[src/rtl/nonce_scheduler.sv]
// Bitcoin nonce scanner: drives an upstream SHA256 compression core twice per
// nonce (header tail over midstate, then digest) and reports the first hit.
module nonce_scheduler (
    input  logic         clk,
    input  logic         arst_n,
    input  logic         start,
    input  logic         stop,
    input  logic [255:0] midstate,
    input  logic [31:0]  merkle_tail,
    input  logic [31:0]  ntime,
    input  logic [31:0]  nbits,
    input  logic [31:0]  nonce_start,
    input  logic [31:0]  nonce_end,
    input  logic [255:0] target,
    output logic         busy,
    output logic         done,
    output logic         found,
    output logic [31:0]  found_nonce,
    output logic [31:0]  hash_count,
    output logic         core_valid,
    output logic         core_load_init,
    input  logic         core_ready,
    output logic [255:0] core_init,
    output logic [511:0] core_chunk,
    input  logic [255:0] core_hash
);

    typedef enum logic [2:0] {
        S_IDLE, S_ISSUE1, S_WAIT1, S_ISSUE2, S_WAIT2, S_CHECK
    } state_t;

    localparam logic [255:0] SHA_IV = {
        32'h6a09e667, 32'hbb67ae85, 32'h3c6ef372, 32'ha54ff53a,
        32'h510e527f, 32'h9b05688c, 32'h1f83d9ab, 32'h5be0cd19
    };

    state_t       state_q, state_d;
    logic [31:0]  nonce_q, nonce_d;
    logic [31:0]  end_q, end_d;
    logic [255:0] target_q, target_d;
    logic [255:0] mid_q, mid_d;
    logic [31:0]  mt_q, mt_d, nt_q, nt_d, nb_q, nb_d;
    logic [255:0] digest1_q, digest1_d;
    logic         done_q, done_d, found_q, found_d;
    logic [31:0]  fnonce_q, fnonce_d, count_q, count_d;
    logic [255:0] init_q, init_d;
    logic [511:0] chunk_q, chunk_d;

    function automatic logic [31:0] bswap32(input logic [31:0] x);
        return {x[7:0], x[15:8], x[23:16], x[31:24]};
    endfunction

    // Header words 16..19 plus SHA padding for an 80-byte message.
    function automatic logic [511:0] pass1_chunk(input logic [31:0] mt, input logic [31:0] nt,
                                                 input logic [31:0] nb, input logic [31:0] nonce);
        return {mt, nt, nb, bswap32(nonce), 32'h80000000, 320'd0, 32'h00000280};
    endfunction

    function automatic logic [511:0] pass2_chunk(input logic [255:0] d);
        return {d, 32'h80000000, 192'd0, 32'h00000100};
    endfunction

    // Digest as the little-endian 256-bit number Bitcoin compares against the target.
    function automatic logic [255:0] hash_value(input logic [255:0] h);
        logic [255:0] r;
        r = '0;
        for (int i = 0; i < 8; i++) begin
            r[255-32*i -: 32] = bswap32(h[32*i +: 32]);
        end
        return r;
    endfunction

    always_comb begin
        state_d   = state_q;
        nonce_d   = nonce_q;
        end_d     = end_q;
        target_d  = target_q;
        mid_d     = mid_q;
        mt_d      = mt_q;
        nt_d      = nt_q;
        nb_d      = nb_q;
        digest1_d = digest1_q;
        done_d    = done_q;
        found_d   = found_q;
        fnonce_d  = fnonce_q;
        count_d   = count_q;
        init_d    = init_q;
        chunk_d   = chunk_q;

        if (stop && state_q != S_IDLE) begin
            state_d = S_IDLE;
        end else begin
            unique case (state_q)
                S_IDLE: begin
                    if (start && !stop) begin
                        nonce_d  = nonce_start;
                        end_d    = nonce_end;
                        target_d = target;
                        mid_d    = midstate;
                        mt_d     = merkle_tail;
                        nt_d     = ntime;
                        nb_d     = nbits;
                        done_d   = 1'b0;
                        found_d  = 1'b0;
                        fnonce_d = '0;
                        count_d  = '0;
                        init_d   = midstate;
                        chunk_d  = pass1_chunk(merkle_tail, ntime, nbits, nonce_start);
                        state_d  = S_ISSUE1;
                    end
                end
                S_ISSUE1: if (core_ready) state_d = S_WAIT1;
                S_WAIT1: begin
                    if (core_ready) begin
                        digest1_d = core_hash;
                        init_d    = SHA_IV;
                        chunk_d   = pass2_chunk(core_hash);
                        state_d   = S_ISSUE2;
                    end
                end
                S_ISSUE2: if (core_ready) state_d = S_WAIT2;
                S_WAIT2:  if (core_ready) state_d = S_CHECK;
                S_CHECK: begin
                    count_d = count_q + 32'd1;
                    if (hash_value(core_hash) <= target_q) begin
                        found_d  = 1'b1;
                        fnonce_d = nonce_q;
                        done_d   = 1'b1;
                        state_d  = S_IDLE;
                    end else if (nonce_q == end_q) begin
                        done_d  = 1'b1;
                        found_d = 1'b0;
                        state_d = S_IDLE;
                    end else begin
                        nonce_d = nonce_q + 32'd1;
                        init_d  = mid_q;
                        chunk_d = pass1_chunk(mt_q, nt_q, nb_q, nonce_q + 32'd1);
                        state_d = S_ISSUE1;
                    end
                end
                default: state_d = S_IDLE;
            endcase
        end
    end

    always_ff @(posedge clk or negedge arst_n) begin
        if (!arst_n) begin
            state_q   <= S_IDLE;
            nonce_q   <= '0;
            end_q     <= '0;
            target_q  <= '0;
            mid_q     <= '0;
            mt_q      <= '0;
            nt_q      <= '0;
            nb_q      <= '0;
            digest1_q <= '0;
            done_q    <= 1'b0;
            found_q   <= 1'b0;
            fnonce_q  <= '0;
            count_q   <= '0;
            init_q    <= '0;
            chunk_q   <= '0;
        end else begin
            state_q   <= state_d;
            nonce_q   <= nonce_d;
            end_q     <= end_d;
            target_q  <= target_d;
            mid_q     <= mid_d;
            mt_q      <= mt_d;
            nt_q      <= nt_d;
            nb_q      <= nb_d;
            digest1_q <= digest1_d;
            done_q    <= done_d;
            found_q   <= found_d;
            fnonce_q  <= fnonce_d;
            count_q   <= count_d;
            init_q    <= init_d;
            chunk_q   <= chunk_d;
        end
    end

    // Valid is gated by ready so a job left running by a stop is never overrun.
    assign core_valid     = (state_q == S_ISSUE1 || state_q == S_ISSUE2) && core_ready;
    assign core_load_init = 1'b1;
    assign busy           = (state_q != S_IDLE);
    assign done           = done_q;
    assign found          = found_q;
    assign found_nonce    = fnonce_q;
    assign hash_count     = count_q;
    assign core_init      = init_q;
    assign core_chunk     = chunk_q;

endmodule

[config.mk]
export PLATFORM = sky130hd
export DESIGN_NAME = nonce_scheduler
export DESIGN_NICKNAME = d
export VERILOG_FILES = /design/src/rtl/nonce_scheduler.sv
export SDC_FILE = /design/constraint.sdc
export NUM_CORES = 2
export LEC_CHECK = 0
export ABC_AREA = 1
export CAP_MARGIN = 5
export CORE_AREA = 2 2 697 699
export CTS_CLUSTER_SIZE = 12
export DETAILED_ROUTE_END_ITERATION = 7
export DIE_AREA = 0 0 699 701
export MAX_ROUTING_LAYER = met4
export SLEW_MARGIN = 20
export SYNTH_ARGS = -nofsm -noshare
export SYNTH_HDL_FRONTEND = slang
export SYNTH_SLANG_ARGS = --single-unit
[constraint.sdc]
create_clock -name clk -period 2.7 [get_ports clk]
set_input_delay 0.675 -clock clk [delete_from_list [all_inputs] [get_ports clk]]
set_output_delay 0.675 -clock clk [all_outputs]
set_load 0.005 [all_outputs]
After elaboration in Yosys (flattened, before gate mapping)
Cells that the tools add are included.

Register bits: 1509. Input port bits: 933. Output and inout port bits: 837.

$add $sub $neg: 2. Magnitude comparators: 1. Equality and inequality tests: 17. Mux-type cells: 34. Bitwise logic cells: 1. Reductions and logical operators: 16.

Operators by type and width (number): $mux W512 (4); $pmux W512 S3 (1); $mux W256 (4); $pmux W256 S3 (1); $le A256 B256 Y1 (1); $pmux W32 S2 (3); $mux W32 (5); $add A32 B1 Y32 const B (2); $eq A32 B32 Y1 (1); $mux W3 (6); $ne A3 B3 Y1 const B (6); $pmux W3 S6 (1); $ne A2 B2 Y1 const B (5); $reduce_and A5 Y1 (2); $reduce_and A4 Y1 (2); $mux W1 (7); $eq A3 B2 Y1 const B (2); $eq A3 B3 Y1 const B (2); $reduce_and A3 Y1 (2); $reduce_and A6 Y1 (1); $reduce_bool A3 Y1 (2); $pmux W1 S2 (2); $eq A3 B1 Y1 const B (1); $logic_and A1 B1 Y1 (3); other kinds (5) (5).

Longest topological paths before layout
Depth in word-level cells: 5. Mapped depth: 26. Mapped depth without buffers: 24.

Worst setup path after synthesis
OpenSTA, ideal clock, no wires.

Path type: input to register. From: in core_hash[23]. To: reg init_q[195], in the netlist core_init[195]. Library setup time: 0.117 ns. Arrival: 2.549 ns. Required time: 2.583 ns. Path slack: 0.034 ns. Stages: 18. Path buffers: 2. Cell sequence: ha_1 > nand2_1 > nor2_1 > nand4_1 > inv_1 > nand2_1 > nor2_2 > nand4_1 > nor3b_2 > nand2_1 > nand2_2 > nand2_2 > nand2_4 > nand2_8 > buf_6 > buf_4 > nand2_1 > nand2_1.

Longest elaborated chain between the ends: 3.

RTL lines: from (decl) (RTL line 25) `input logic [255:0] core_hash`; $le A256 B256 Y1 (RTL line 125) `if (hash_value(core_hash) <= target_q) begin`; $ne A2 B2 Y1 (no source line); $reduce_and A6 Y1 (no source line); to (signal assigned) (RTL line 177) `init_q <= init_d;`; to (decl) (RTL line 46) `logic [255:0] init_q, init_d;`.

No other way between the ends. A chain may end at the register's enable or synchronous reset.

Worst setup path in the final report
From: in core_hash[79]. To: reg chunk_q[373], in the netlist core_chunk[373].

Longest elaborated chain between the ends: 3.

RTL lines: $le A256 B256 Y1 (RTL line 125); $ne A2 B2 Y1 (no source line); $reduce_and A6 Y1 (no source line); to (signal assigned) (RTL line 178) `chunk_q <= chunk_d;`; to (decl) (RTL line 47) `logic [511:0] chunk_q, chunk_d;`.

No other way between the ends.

==> flow_results.xml <==
<?xml version="1.0" encoding="UTF-8"?>
<metrics>
  <group name="global_route">
    <metric name="grt_pass1_wl" unit="um">569000</metric>
    <metric name="via_count_of_the_first_global_routing_pass" unit="">61100</metric>
    <metric name="grt_max_degree" unit="">141</metric>
    <metric name="antenna_violations_before_repair" unit="">419</metric>
    <metric name="grt_overflow_total" unit="">0</metric>
    <metric name="globalRouteTotalUtil" unit="%">17.6</metric>
  </group>
  <group name="clocking">
    <metric name="cts_made_buffers" unit="">170</metric>
    <metric name="tritoncts" unit="">built</metric>
    <metric name="ctsLongestPathBuffers" unit="">4</metric>
    <metric name="clkLatencyLatePin" unit="ns">0.88</metric>
    <metric name="clk_root_buffer_cell" unit="">sky130_fd_sc_hd__clkbuf_16</metric>
    <metric name="clk_transition_reported_paths" unit="ns">0.07</metric>
    <metric name="clock-sinks" unit="">1255</metric>
    <metric name="clock_tree.htree_level_count" unit="">4</metric>
  </group>
  <group name="timing">
    <metric name="final_max_slew_viol_count" unit="">0</metric>
    <metric name="fin_ws" unit="ns">-0.807</metric>
    <metric name="final.setup_skew" unit="ns">0.0677</metric>
    <metric name="hold-worst-slack" unit="ns">0.316</metric>
    <metric name="finalCriticalPeriod" unit="ns">3.51</metric>
    <metric name="clock.fmax" unit="MHz">285</metric>
    <metric name="layout_worst_path_cycle_share" unit="%">130</metric>
    <metric name="timing_hold_violations_final" unit="">0</metric>
    <metric name="timing.slew.headroom" unit="%">43.6</metric>
    <metric name="final-setup-viol-count" unit="">594</metric>
    <metric name="worst_slew_pin_slew" unit="ns">0.846</metric>
    <metric name="grt_setup_unrepaired" unit="">yes</metric>
  </group>
  <group name="placement">
    <metric name="detailedPlacementHpwl" unit="um">358000</metric>
    <metric name="dpl_worst_slack" unit="ns">-2.27</metric>
    <metric name="io_buffer_count" unit="">1516</metric>
    <metric name="gpl.final_weighted_congestion" unit="">0.998</metric>
  </group>
  <group name="floorplan">
    <metric name="initial_standard_cell_utilization_of_the_core" unit="%">13.3</metric>
    <metric name="core_region_area" unit="um2">482000</metric>
    <metric name="fp.dieArea" unit="um2">490000</metric>
    <metric name="row_count" unit="">255</metric>
    <metric name="die_w" unit="um">699</metric>
    <metric name="num_io_pins" unit="">1770</metric>
    <metric name="die_height" unit="um">701</metric>
  </group>
  <group name="drt">
    <metric name="drt-total-wl" unit="um">443000</metric>
    <metric name="drt.antenna.violating_nets" unit="">0</metric>
    <metric name="drt-pass1-iter-count" unit="">6</metric>
    <metric name="drt_iter0_drc" unit="">5350</metric>
    <metric name="detail_route.vias_per_cell" unit="">3.85</metric>
    <metric name="route.detailed.wl_per_inst" unit="um">26.4</metric>
    <metric name="routed-via-count" unit="">64700</metric>
    <metric name="drcViolationCount" unit="">0</metric>
  </group>
  <group name="setup_path">
    <metric name="category_of_the_worst_setup_path_capture_point" unit="">flip-flop</metric>
    <metric name="path_class" unit="">in2reg</metric>
    <metric name="critical_path.cell_chain" unit="">clkdlybuf4s50_1, ha_1, nand2_1, nor2_1, nand4_1, nor3_1, and3_1, nand2_1, nand2_1, a21oi_2, buf_12, nand2_4, nand2_4, nand2_8, buf_12, nand2_8, buf_16, buf_12, buf_16, nand2_1, nand2_1</metric>
    <metric name="timing.reg2reg.worst_path_depth" unit="">20</metric>
    <metric name="cp-startpoint" unit="">core_hash[79]</metric>
    <metric name="most_frequent_cell_on_the_critical_path" unit="">sky130_fd_sc_hd__nand2_1</metric>
    <metric name="timing.rr.end" unit="">core_chunk[366]$_DFFE_PN0P_</metric>
    <metric name="worst-r2r-setup-slack" unit="ns">-0.71</metric>
    <metric name="combined_buffer_and_inverter_count_along_the_critical_path" unit="">6</metric>
    <metric name="crit_path_required_time" unit="ns">3.44</metric>
    <metric name="worst_path_max_delay_cell" unit="">sky130_fd_sc_hd__clkdlybuf4s50_1</metric>
    <metric name="cp_top_family" unit="">simple AND/OR/NAND/NOR gates</metric>
    <metric name="slowest_delay" unit="ns">0.59</metric>
    <metric name="r2r-start" unit="">target_q[231]$_DFFE_PN0P_</metric>
    <metric name="worst-path-max-fanout" unit="">8</metric>
    <metric name="cp-start-kind" unit="">primary input</metric>
    <metric name="critical_path_arrival" unit="ns">4.25</metric>
  </group>
  <group name="yosys">
    <metric name="synth_largest_area_cell" unit="">sky130_fd_sc_hd__dfrtp_1</metric>
    <metric name="syn_area" unit="um2">64200</metric>
    <metric name="syn_area_per_cell" unit="um2">8.03</metric>
    <metric name="ys_types" unit="">47</metric>
    <metric name="synth_enable_flop_cells" unit="">0</metric>
    <metric name="dominantRegCellSynth" unit="">sky130_fd_sc_hd__dfrtp_1</metric>
    <metric name="synth_seq_cells" unit="">1255</metric>
    <metric name="synth.top_cells.by_area" unit="">sky130_fd_sc_hd__dfrtp_1 (49%), sky130_fd_sc_hd__nand2_1 (16%), sky130_fd_sc_hd__o21ai_0 (6.5%), sky130_fd_sc_hd__ha_1 (5.0%), sky130_fd_sc_hd__inv_1 (4.4%)</metric>
    <metric name="synth-async-reset-ratio" unit="%">100</metric>
    <metric name="synth_largest_type_area_fraction" unit="%">48.9</metric>
    <metric name="synth_commonest_cells" unit="">sky130_fd_sc_hd__nand2_1 (2761), sky130_fd_sc_hd__dfrtp_1 (1255), sky130_fd_sc_hd__o21ai_0 (838)</metric>
    <metric name="yosysMostFrequentCell" unit="">sky130_fd_sc_hd__nand2_1</metric>
    <metric name="ys_seq_area_share" unit="%">48.9</metric>
    <metric name="yosys_warnings" unit="">0</metric>
    <metric name="count_of_mapped_cells_out_of_synthesis" unit="">7996</metric>
  </group>
  <group name="pwr">
    <metric name="p_leak" unit="nW">46.4</metric>
    <metric name="ir_drop" unit="uV">506</metric>
    <metric name="power_density" unit="nW/um2">1060</metric>
    <metric name="power.total" unit="W">0.107</metric>
  </group>
  <group name="layout">
    <metric name="synthToLayoutAreaGrowth" unit="%">58.3</metric>
    <metric name="final_net_count" unit="">11200</metric>
    <metric name="fill_cells" unit="">53200</metric>
    <metric name="post_route_cells_drive_above_1_share" unit="%">14.5</metric>
  </group>
  <group name="run_status">
    <metric name="failing_checks" unit="">setup timing</metric>
    <metric name="outcome" unit="">complete, but fails checks</metric>
  </group>
  <group name="flow_run">
    <metric name="maxCapViolations" unit="">0</metric>
  </group>
  <group name="worst_hold_path">
    <metric name="hold_path.class" unit="">in2async</metric>
  </group>
</metrics>
==> cells in the final DEF (no fill, tap or decap), types with 13 or more instances in the layout <==
master and count:
sky130_fd_sc_hd__buf_12 133, sky130_fd_sc_hd__diode_2 200, sky130_fd_sc_hd__buf_4 579, sky130_fd_sc_hd__nor3_1 35
sky130_fd_sc_hd__clkbuf_8 36, sky130_fd_sc_hd__xnor2_1 14, sky130_fd_sc_hd__buf_16 60, sky130_fd_sc_hd__buf_6 23
sky130_fd_sc_hd__nand3b_1 127, sky130_fd_sc_hd__o211ai_1 178, sky130_fd_sc_hd__nand2_4 27, sky130_fd_sc_hd__o21ai_0 838
sky130_fd_sc_hd__nand3_1 339, sky130_fd_sc_hd__conb_1 253, sky130_fd_sc_hd__nor2_1 175, sky130_fd_sc_hd__nor4_1 15
sky130_fd_sc_hd__buf_8 21, sky130_fd_sc_hd__clkinv_2 26, sky130_fd_sc_hd__nand4_1 43, sky130_fd_sc_hd__clkbuf_16 194
sky130_fd_sc_hd__nand2_1 2630, sky130_fd_sc_hd__clkbuf_1 37, sky130_fd_sc_hd__a21oi_1 224, sky130_fd_sc_hd__nand2_2 107
sky130_fd_sc_hd__inv_2 18, sky130_fd_sc_hd__inv_1 727, sky130_fd_sc_hd__nand3_2 132, sky130_fd_sc_hd__dfrtp_1 1255
sky130_fd_sc_hd__ha_1 246, sky130_fd_sc_hd__clkdlybuf4s50_1 1497, sky130_fd_sc_hd__a22oi_1 13
==> registers in the layout (all words and copies together), names as in the netlist <==
| name | flops |
|---|---|
| state_q | 3 |
| mid_q | 256 |
| found_nonce | 32 |
| nb_q | 32 |
| hash_count | 32 |
| found | 1 |
| target_q | 256 |
| end_q | 32 |
| core_chunk | 258 |
| nt_q | 32 |
| done | 1 |
| nonce_q | 32 |
| mt_q | 32 |
| core_init | 256 |
==> where the power goes <==
part           internal, W  switching, W
Sequential          0.0274       0.00481
Combinational       0.0236        0.0283
Clock               0.0135       0.00989
==> cell type report <==
| class | instances | area (um2) | share of cell area, % |
|---|---|---|---|
| sequential | 1255 | 31400 | 30.9 |
| timing repair buffer | 2338 | 24800 | 24.5 |
| multi-input combinational | 5521 | 28300 | 27.9 |
| clock buffer | 244 | 4910 | 4.84 |
| clock inverter | 60 | 701 | 0.690 |
| tap | 6425 | 8040 | 7.91 |
| antenna | 200 | 500 | 0.493 |
| inverter | 750 | 2860 | 2.81 |
==> how the worst max path moves through the flow <==
stage / end / slack [ns] / depth (start not counted)
after global placement: core_chunk[395]$_DFFE_PN0P_ / -2.23 / 19
final: core_chunk[373]$_DFFE_PN0P_ / -0.81 / 21
after floorplan: core_init[195]$_DFFE_PN0P_ / 0.03 / 18
after CTS: core_chunk[366]$_DFFE_PN0P_ / -0.73 / 20
after global routing: core_chunk[321]$_DFFE_PN0P_ / -0.86 / 22
after detailed placement: core_chunk[395]$_DFFE_PN0P_ / -2.27 / 19
==> worst register-to-register path, cell delays in order (launching register included) <==
cell and delay [ns]:
sky130_fd_sc_hd__dfrtp_1 0.35, sky130_fd_sc_hd__inv_2 0.07, sky130_fd_sc_hd__ha_4 0.27, sky130_fd_sc_hd__nand4_1 0.12, sky130_fd_sc_hd__nor3_2 0.20, sky130_fd_sc_hd__nand2_1 0.11, sky130_fd_sc_hd__nor2_4 0.13, sky130_fd_sc_hd__buf_12 0.13
sky130_fd_sc_hd__nand4_1 0.12, sky130_fd_sc_hd__buf_6 0.17, sky130_fd_sc_hd__nor3b_4 0.21, sky130_fd_sc_hd__buf_12 0.19, sky130_fd_sc_hd__nand3_4 0.13, sky130_fd_sc_hd__nand2_4 0.11, sky130_fd_sc_hd__nand2_8 0.08, sky130_fd_sc_hd__buf_12 0.14
sky130_fd_sc_hd__buf_16 0.15, sky130_fd_sc_hd__buf_16 0.17, sky130_fd_sc_hd__buf_12 0.22, sky130_fd_sc_hd__nand3b_1 0.12, sky130_fd_sc_hd__nand2_1 0.07
==> stage by stage <==
| stage | utilization, % | area [um2] | instances | TNS, ns |
|---|---|---|---|---|
| 6_report | 21.1 | 102000 | 16800 | -404.57 |
| 5_1_grt | 21.1 | 102000 | 16800 | -456.74 |
| 4_1_cts | 20.7 | 99500 | 16600 | -382.03 |
| 3_5_place_dp | 18.9 | 91100 | 16200 | -1286.78 |
| 3_3_place_gp | 18.9 | 91100 | 16200 | -1280.93 |
| 2_1_floorplan | - | 65100 | 8247 | 0 |
==> kinds of logic (layout without fill, tap and decap cells) <==
family | count (synthesis) | after routing | synth area share [%]
buf+inv | 1472 | 3392 | 10.9
flops | 1255 | 1255 | 48.9
fa+ha+maj | 258 | 258 | 5.03
xor+xnor | 25 | 25 | 0.341
simple gates | 3695 | 3696 | 23.9
compound gates | 1289 | 1289 | 10.9
other cells | 2 | 453 | 0.0117
==> timing repair <==
action	4_1_cts	5_1_grt
hold buffers	1	0
gates resized for setup	285	232
endpoints found under the hold margin	66	0
cloned	49	29
endpoints found under the setup margin	655	633
setup buffers	31	17
pin swaps	86	112
==> routing by layer <==
metal / vias to the layer above / track usage (%) / wire [um]
li1: 29600 / - / -
met1: 31300 / 20.3 / 174000
met4: 0 / 6.10 / 18500
met2: 2916 / 28.0 / 205000
met5: - / - / 0
met3: 853 / 6.76 / 45600
Note: power is estimated with default switching activity, not from simulation.
